===== config.mk =====
export PLATFORM = sky130hd
export DESIGN_NAME = riscv_mem_arbiter
export DESIGN_NICKNAME = d
export VERILOG_FILES = /design/src/rtl/riscv_mem_arbiter.sv
export SDC_FILE = /design/constraint.sdc
export NUM_CORES = 1
export LEC_CHECK = 0
export CAP_MARGIN = 30
export CORE_AREA = 2 2 283 285
export DETAILED_ROUTE_END_ITERATION = 16
export DIE_AREA = 0 0 285 287
export GPL_TIMING_DRIVEN = 0
export PLACE_DENSITY = 0.51
export SYNTH_ARGS = -nofsm -noshare
export SYNTH_HDL_FRONTEND = slang
export SYNTH_SLANG_ARGS = --single-unit

===== constraint.sdc =====
create_clock -name clk -period 1.9 [get_ports clk]
set_clock_uncertainty 0.1 [all_clocks]
set_input_delay 0.38 -clock clk [delete_from_list [all_inputs] [get_ports clk]]
set_output_delay 0.38 -clock clk [all_outputs]
set_load 0.005 [all_outputs]

===== src/rtl/riscv_mem_arbiter.sv =====
// Round-robin arbiter sharing the single-ported DRAM between the I-cache (refills)
// and the D-cache (refills and write-backs); one registered transaction at a time.
module riscv_mem_arbiter #(
    parameter int DATA_WIDTH = 128,
    parameter int S_ADDR     = 23
) (
    input  logic                  clk,
    input  logic                  rst,
    input  logic                  i_req,
    input  logic [S_ADDR-1:0]     i_addr,
    output logic [DATA_WIDTH-1:0] i_rdata,
    output logic                  i_ready,
    input  logic                  d_req,
    input  logic                  d_we,
    input  logic [S_ADDR-1:0]     d_addr,
    input  logic [DATA_WIDTH-1:0] d_wdata,
    output logic [DATA_WIDTH-1:0] d_rdata,
    output logic                  d_ready,
    output logic                  mem_rden,
    output logic                  mem_wren,
    output logic [S_ADDR-1:0]     mem_addr,
    output logic [DATA_WIDTH-1:0] mem_wdata,
    input  logic [DATA_WIDTH-1:0] mem_rdata,
    input  logic                  mem_ready
);

    typedef enum logic [1:0] {IDLE, BUSY_I, BUSY_D, RELEASE} state_e;

    state_e                state_q, state_d;
    logic                  last_d_q, last_d_d;   // 1 = D-cache won the previous grant
    logic                  we_q, we_d;
    logic [S_ADDR-1:0]     addr_q, addr_d;
    logic [DATA_WIDTH-1:0] wdata_q, wdata_d;
    logic [DATA_WIDTH-1:0] i_rdata_q, i_rdata_d;
    logic [DATA_WIDTH-1:0] d_rdata_q, d_rdata_d;
    logic                  i_ready_q, i_ready_d;
    logic                  d_ready_q, d_ready_d;
    logic                  grant_d;

    always_ff @(posedge clk) begin
        if (rst) begin
            state_q   <= IDLE;
            last_d_q  <= 1'b0;
            we_q      <= 1'b0;
            addr_q    <= '0;
            wdata_q   <= '0;
            i_rdata_q <= '0;
            d_rdata_q <= '0;
            i_ready_q <= 1'b0;
            d_ready_q <= 1'b0;
        end else begin
            state_q   <= state_d;
            last_d_q  <= last_d_d;
            we_q      <= we_d;
            addr_q    <= addr_d;
            wdata_q   <= wdata_d;
            i_rdata_q <= i_rdata_d;
            d_rdata_q <= d_rdata_d;
            i_ready_q <= i_ready_d;
            d_ready_q <= d_ready_d;
        end
    end

    always_comb begin
        state_d   = state_q;
        last_d_d  = last_d_q;
        we_d      = we_q;
        addr_d    = addr_q;
        wdata_d   = wdata_q;
        i_rdata_d = i_rdata_q;
        d_rdata_d = d_rdata_q;
        i_ready_d = 1'b0;
        d_ready_d = 1'b0;
        grant_d   = 1'b0;
        case (state_q)
            IDLE: begin
                // On a tie the port that did not win last time goes first
                grant_d = d_req && (!i_req || !last_d_q);
                if (grant_d) begin
                    state_d  = BUSY_D;
                    last_d_d = 1'b1;
                    we_d     = d_we;
                    addr_d   = d_addr;
                    wdata_d  = d_wdata;
                end else if (i_req) begin
                    state_d  = BUSY_I;
                    last_d_d = 1'b0;
                    we_d     = 1'b0;
                    addr_d   = i_addr;
                end
            end
            BUSY_I: begin
                if (mem_ready) begin
                    i_rdata_d = mem_rdata;
                    i_ready_d = 1'b1;
                    state_d   = RELEASE;
                end
            end
            BUSY_D: begin
                if (mem_ready) begin
                    if (!we_q) begin
                        d_rdata_d = mem_rdata;
                    end
                    d_ready_d = 1'b1;
                    state_d   = RELEASE;
                end
            end
            RELEASE: state_d = IDLE;
            default: state_d = IDLE;
        endcase
    end

    always_comb begin
        mem_rden = 1'b0;
        mem_wren = 1'b0;
        case (state_q)
            BUSY_I:  mem_rden = 1'b1;
            BUSY_D: begin
                mem_rden = !we_q;
                mem_wren = we_q;
            end
            default: ;
        endcase
    end

    assign mem_addr  = addr_q;
    assign mem_wdata = wdata_q;
    assign i_rdata   = i_rdata_q;
    assign d_rdata   = d_rdata_q;
    assign i_ready   = i_ready_q;
    assign d_ready   = d_ready_q;

endmodule


==> run_results.csv, run 1 <==
group,metric,value,unit
critical_path,path_max_fanout,4,
yosys,async_flop_share,0,%
critical_path,critPathArrivalTime,1560,ps
detailed_routing,num_vias,15950,
yosys,yosysMostFrequentCell,"nand2_1",
yosys,synth_edf_count,0,
yosys,synth_seq_area_share,55.7,%
pwr,power_density,1200,nW/um^2
detailed_routing,routed_via_density,4.29,
yosys,yosys.area.top_type,"dfxtp_1",
sta,hold_ws,256,ps
sta,setup_viol,2,
die,dieArea,81800,um^2
detailed_routing,drt_iter0_drc,685,
detailed_routing,drt_first_pass_iters,8,
yosys,yosys_warnings,0,
cells_and_area,area_growth_syn_to_layout,65.9,%
sta,clock.fmax,489,MHz
sta,post-route-period-util,108,%
placement,place.gp.congestion,0.819,
critical_path,path_class,"flip-flop to output port",
pwr,fin_total_pwr,29.6,mW
placement,portBuffers,717,
clock_network,clock_sinks,413,
global_routing,grt_pass1_vias,15666,
die,io_pins,719,
yosys,synth_top_area_share,55.7,%
clock_network,clk_pin_slew,60,ps
sta,tightest_slew,733,ps
critical_path,endpoint_kind,"output port",
cells_and_area,nets,2946,
critical_path,cp-start-kind,"flip-flop",
detailed_routing,wl,75400,um
detailed_routing,wire_per_inst,20.3,um
clock_network,clock_tree.root_cell,"clkbuf_16",
run_status,status,"finished with violations",
sta,max_slew_margin,51.1,%
sta,rsz0062_at_grt,"yes",
yosys,synth.cell_area,14800,um^2
flow_run,cap_viol_max_count,0,
yosys,synth_area_leaders,"dfxtp_1 (56%), a21oi_1 (14%), nand2_1 (14%)",
yosys,syn_area_per_cell,7.97,um^2
clock_network,clockBufferDepth,3,
die,fp.dieW,285,um
min_path,hold_class,"input pin to flip-flop",
die,die_h,287,um
pwr,irDropWorstVdd,0.683,mV
global_routing,grt_antenna_before_repair,7,
die,start_util,18.9,%
yosys,ys.flop_type,"dfxtp_1",
yosys,syn_inst,1861,
sta,slew_viol_final,0,
clock_network,clk_latency,580,ps
cells_and_area,drive_above_1_share,9.50,%
sta,fin_ws,-143,ps
clock_network,cts_made_buffers,49,
die,coreArea,78600,um^2
clock_network,cts_tree,"yes",
yosys,synth.cells.most_frequent,"nand2_1 (537), dfxtp_1 (413), a21oi_1 (408), o21ai_0 (129), nand3_1 (128)",
global_routing,grt_start_max_net_pins,15,
yosys,ys_types,27,
global_routing,overflow,0,
yosys,syn_nets,2174,
die,num_rows,103,
critical_path,required,1420,ps
pwr,leakagePower,10.5,nW
yosys,ys_seq_elements,413,
clock_network,cts_hold_buf,0,
global_routing,grt_usage,17.6,%
detailed_routing,drc,0,
placement,post-place-ws,-909,ps
run_status,failed_checks,"negative setup slack",
global_routing,grt_pass1_wl,108000,um
sta,hold_viol,0,
placement,hpwl,58300,um
detailed_routing,antenna_left,0,
sta,layout_min_cycle_time,2040,ps
clock_network,htreeDepth,2,
-- per-layer routing --
metal / share of wire [%] / track usage, % / up-vias
met5: 0.082 / 0 / -
met4: 2.6 / 4.91 / 10
met3: 8.7 / 6.15 / 94
met2: 49 / 31.3 / 581
met1: 39 / 19.9 / 7473
li1: - / - / 7792
-- flip-flops by register name (all words and copies together), names as in the netlist --
| name | cells |
|---|---|
| d_ready | 1 |
| we_q | 1 |
| mem_addr | 23 |
| d_rdata | 128 |
| i_ready | 1 |
| mem_wdata | 128 |
| i_rdata | 128 |
| state_q | 2 |
| last_d_q | 1 |
-- what timing repair did --
| item | CTS | global route |
|---|---|---|
| endpoints found under the hold margin | 0 | 0 |
| setup buffers | 2 | 1 |
| gates resized for setup | 529 | 31 |
| endpoints found under the setup margin | 794 | 242 |
-- through the flow --
stage,cell area [um^2],instances,TNS [ps],util (%)
6_report,24600,3714,-173,31.3
4_1_cts,24600,3714,-297,31.3
5_1_grt,24600,3713,-329,31.3
3_5_place_dp,23400,3633,-230160,29.8
3_3_place_gp,23300,3628,-340340,29.7
2_1_floorplan,14800,1861,0,-
-- worst paths after layout --
path	from	to	slack, ps	cells after the start
worst max register to register	state_q[0]	d_rdata[118]	110	7
worst min-delay path	i_addr[22]	mem_addr[22]	260	3
worst max-delay path	state_q[0]	mem_rden	-140	5
worst min register to register	i_rdata[74]	i_rdata[74]	350	2
-- final cells by class --
cell class / instances / area [um^2]
inverters: 3 / 13.8
plain buffers: 164 / 818
clock inverters: 16 / 116
diodes: 2 / 5.00
flip-flops and latches: 413 / 8330
repair buffers: 725 / 6770
clock buffers: 64 / 1390
well taps: 1050 / 1310
multi-input cells: 1277 / 5870
fillers: 8653 / 54000
-- cell usage in the layout (no fill, tap or decap), types with 3 or more instances in the layout --
master	instances
clkbuf_16	51
nand3_1	128
a21oi_1	408
clkbuf_4	7
clkbuf_2	39
dlygate4sd2_1	405
clkdlybuf4s50_1	306
clkdlybuf4s15_1	4
dfxtp_1	369
dfxtp_2	43
buf_8	3
buf_2	56
buf_4	17
o21ai_0	129
nor2_1	29
clkbuf_8	6
clkbuf_1	56
nand2_1	537
a211oi_1	24
clkinv_2	12
-- worst max-delay path, cell delays in order (launching register included) --
cell and delay, ps:
dfxtp_2 350, inv_4 60, ha_4 160, nor2b_1 120, o21a_1 160, buf_2 140
-- kinds of logic (layout without fill, tap and decap cells) --
| group | Yosys count | count (layout) | synth area share, % |
|---|---|---|---|
| flops | 413 | 413 | 55.7 |
| mux | 1 | 1 | 0.0675 |
| other cells | 0 | 2 | 0 |
| compound gates | 570 | 570 | 19.8 |
| simple gates | 701 | 701 | 19.0 |
| buf+inv | 171 | 972 | 4.97 |
| fa+ha+maj | 5 | 5 | 0.422 |
-- power breakdown --
group / internal, mW / switching, mW
combinational: 3.83 / 5.94
sequential: 10.0 / 0.658
clock: 5.22 / 3.86
Note: power is estimated with default switching activity, not from simulation.
==> inputs of run 2 (changes only) <==
==> constraint.sdc (replaced) <==
create_clock -name clk -period 2.3 [get_ports clk]
set_clock_uncertainty 0.1 [all_clocks]
set_input_delay 0.46 -clock clk [delete_from_list [all_inputs] [get_ports clk]]
set_output_delay 0.46 -clock clk [all_outputs]
set_load 0.005 [all_outputs]
==> run 2 against run 1 <==
Against the previous run:
- the flow now finishes without violations
- cell count is the same
- non-clock buffer count is the same
- count of clock-buffer cells in the layout is the same
- sequential power shrank 17%
- largest cell class unchanged
- largest power group unchanged
==> run_results.csv, run 2 (synthesis gave the netlist of run 1 again) <==
group,metric,value,unit
placement,hpwl,58300,um
sta,clock.fmax,450,MHz
sta,tightest_slew,958,ps
pwr,irDropWorstVdd,0.566,mV
die,die_h,287,um
cells_and_area,area_growth_syn_to_layout,68.1,%
critical_path,path_class,"flip-flop to output port",
cells_and_area,final_cell_mix,"clkdlybuf4s50_1 (715), nand2_1 (537), dfxtp_1 (412), a21oi_1 (408), o21ai_0 (129)",
placement,place.gp.congestion,0.819,
critical_path,required,1740,ps
critical_path,critPathBufInv,1,
critical_path,slowest_stage,"clkdlybuf4s50_1",
sta,setup_viol,0,
run_status,status,"finished, final reports clean",
sta,slew_viol_final,0,
global_routing,busiest_layer,"met2",
critical_path,endpoint_kind,"output port",
sta,post-route-period-util,96.6,%
detailed_routing,drt_iter0_drc,684,
critical_path,cp-start-kind,"flip-flop",
critical_path,slowest_delay,770,ps
clock_network,post_cts_resized,4,
critical_path,critPathArrivalTime,1660,ps
die,coreArea,78600,um^2
die,dieArea,81800,um^2
global_routing,grt_antenna_before_repair,6,
global_routing,overflow,0,
clock_network,clk_latency,570,ps
global_routing,grt_pass1_wl,107000,um
clock_network,cts_made_buffers,49,
sta,hold_viol,0,
sta,hold_ws,338,ps
placement,portBuffers,717,
cells_and_area,nFillCells,8508,
min_path,hold_depth,3,
min_path,hold_class,"input pin to flip-flop",
global_routing,grt_usage,17.5,%
clock_network,htreeDepth,2,
clock_network,postCtsSetupBuffers,0,
critical_path,cp.depth,1,
die,num_rows,103,
clock_network,clock_tree.root_cell,"clkbuf_16",
global_routing,grt_util_met1,19.8,%
die,start_util,18.9,%
cells_and_area,final_common_cell,"clkdlybuf4s50_1",
sta,rsz0062_at_grt,"yes",
detailed_routing,drc,0,
detailed_routing,antenna_left,0,
clock_network,clock_sinks,413,
clock_network,clockBufferDepth,3,
min_path,hold_start,"i_addr[22]",
sta,max_slew_margin,36.1,%
placement,dp.cells,3633,
critical_path,path_max_fanout,2,
pwr,leakagePower,8.54,nW
cells_and_area,final_cells,3714,
critical_path,rr_startpoint,"state_q[1]",
critical_path,crit_chain,"clkdlybuf4s50_1",
detailed_routing,num_vias,15976,
clock_network,cts_tree,"yes",
die,io_pins,719,
cells_and_area,nets,2946,
die,fp.dieW,285,um
sta,layout_min_cycle_time,2220,ps
cells_and_area,multi_input_area,5840,um^2
detailed_routing,wire_per_inst,20.3,um
cells_and_area,drive_above_1_share,6.16,%
global_routing,grt_start_max_net_pins,20,
critical_path,path_delay_family,"buffers and inverters",
flow_run,cap_viol_max_count,0,
global_routing,grtUsageMet2,31.2,%
global_routing,grt_util_met3,6.08,%
global_routing,grt_pass1_vias,15600,
detailed_routing,drt_first_pass_iters,7,
detailed_routing,routed_via_density,4.30,
clock_network,cts_hold_buf,0,
clock_network,clk_pin_slew,60,ps
cells_and_area,regArea,8270,um^2
critical_path,reg2regPathDepth,8,
pwr,power_density,999,nW/um^2
critical_path,startpoint,"mem_wdata[76]",
detailed_routing,wl,75200,um
-- run 2: cell types whose count changed in the layout (fill, tap and decap cells not counted), moves of 13 or more --
cell             change
buf_4               -13
clkdlybuf4s50_1    +409
dlygate4sd2_1      -404
clkbuf_2            -27
clkbuf_1            +34
dfxtp_1             +43
dfxtp_2             -42
-- run 2: final timing paths --
kind	to	slack, ps
setup / recovery	mem_wdata[76]	80
hold / removal	mem_addr[22]	340
setup reg to reg	mem_wdata[48]	130
hold reg to reg	i_rdata[34]	350
-- run 2: area by class of cell --
type / instances / share of cell area (%)
Sequential cell: 413 / 33.2
Buffer: 167 / 2.95
Tap cell: 1050 / 5.27
Clock inverter: 16 / 0.467
Antenna cell: 2 / 0.0201
Inverter: 3 / 0.0452
Timing Repair Buffer: 722 / 29.1
Clock buffer: 64 / 5.56
Multi-Input combinational cell: 1277 / 23.4
-- run 2: power breakdown --
| part | total (mW) | switching [mW] | internal [mW] | leakage [nW] |
|---|---|---|---|---|
| Sequential | 8.85 | 0.580 | 8.27 | 3.36 |
| Combinational | 8.57 | 4.89 | 3.68 | 4.43 |
| Clock | 7.48 | 3.17 | 4.31 | 0.754 |
| Total | 24.9 | 8.64 | 16.3 | 8.54 |
-- run 2: metrics by stage --
stage	util, %	area (um^2)	TNS, ps	total power [mW]	worst slack, ps
2_1_floorplan	-	14800	0	12.6	700
3_3_place_gp	29.7	23300	-209100	17.6	-1070
3_5_place_dp	29.8	23400	-99780	17.6	-589
4_1_cts	31.7	24900	-107	25.2	-107
5_1_grt	31.7	24900	-131	26.4	-31.3
6_report	31.7	24900	0	24.9	77.8
-- run 2: routing by layer --
metal | wire length (um) | up-vias
met5 | 51 | -
met4 | 1980 | 8
met3 | 6700 | 89
met2 | 37100 | 623
met1 | 29400 | 7463
li1 | - | 7793
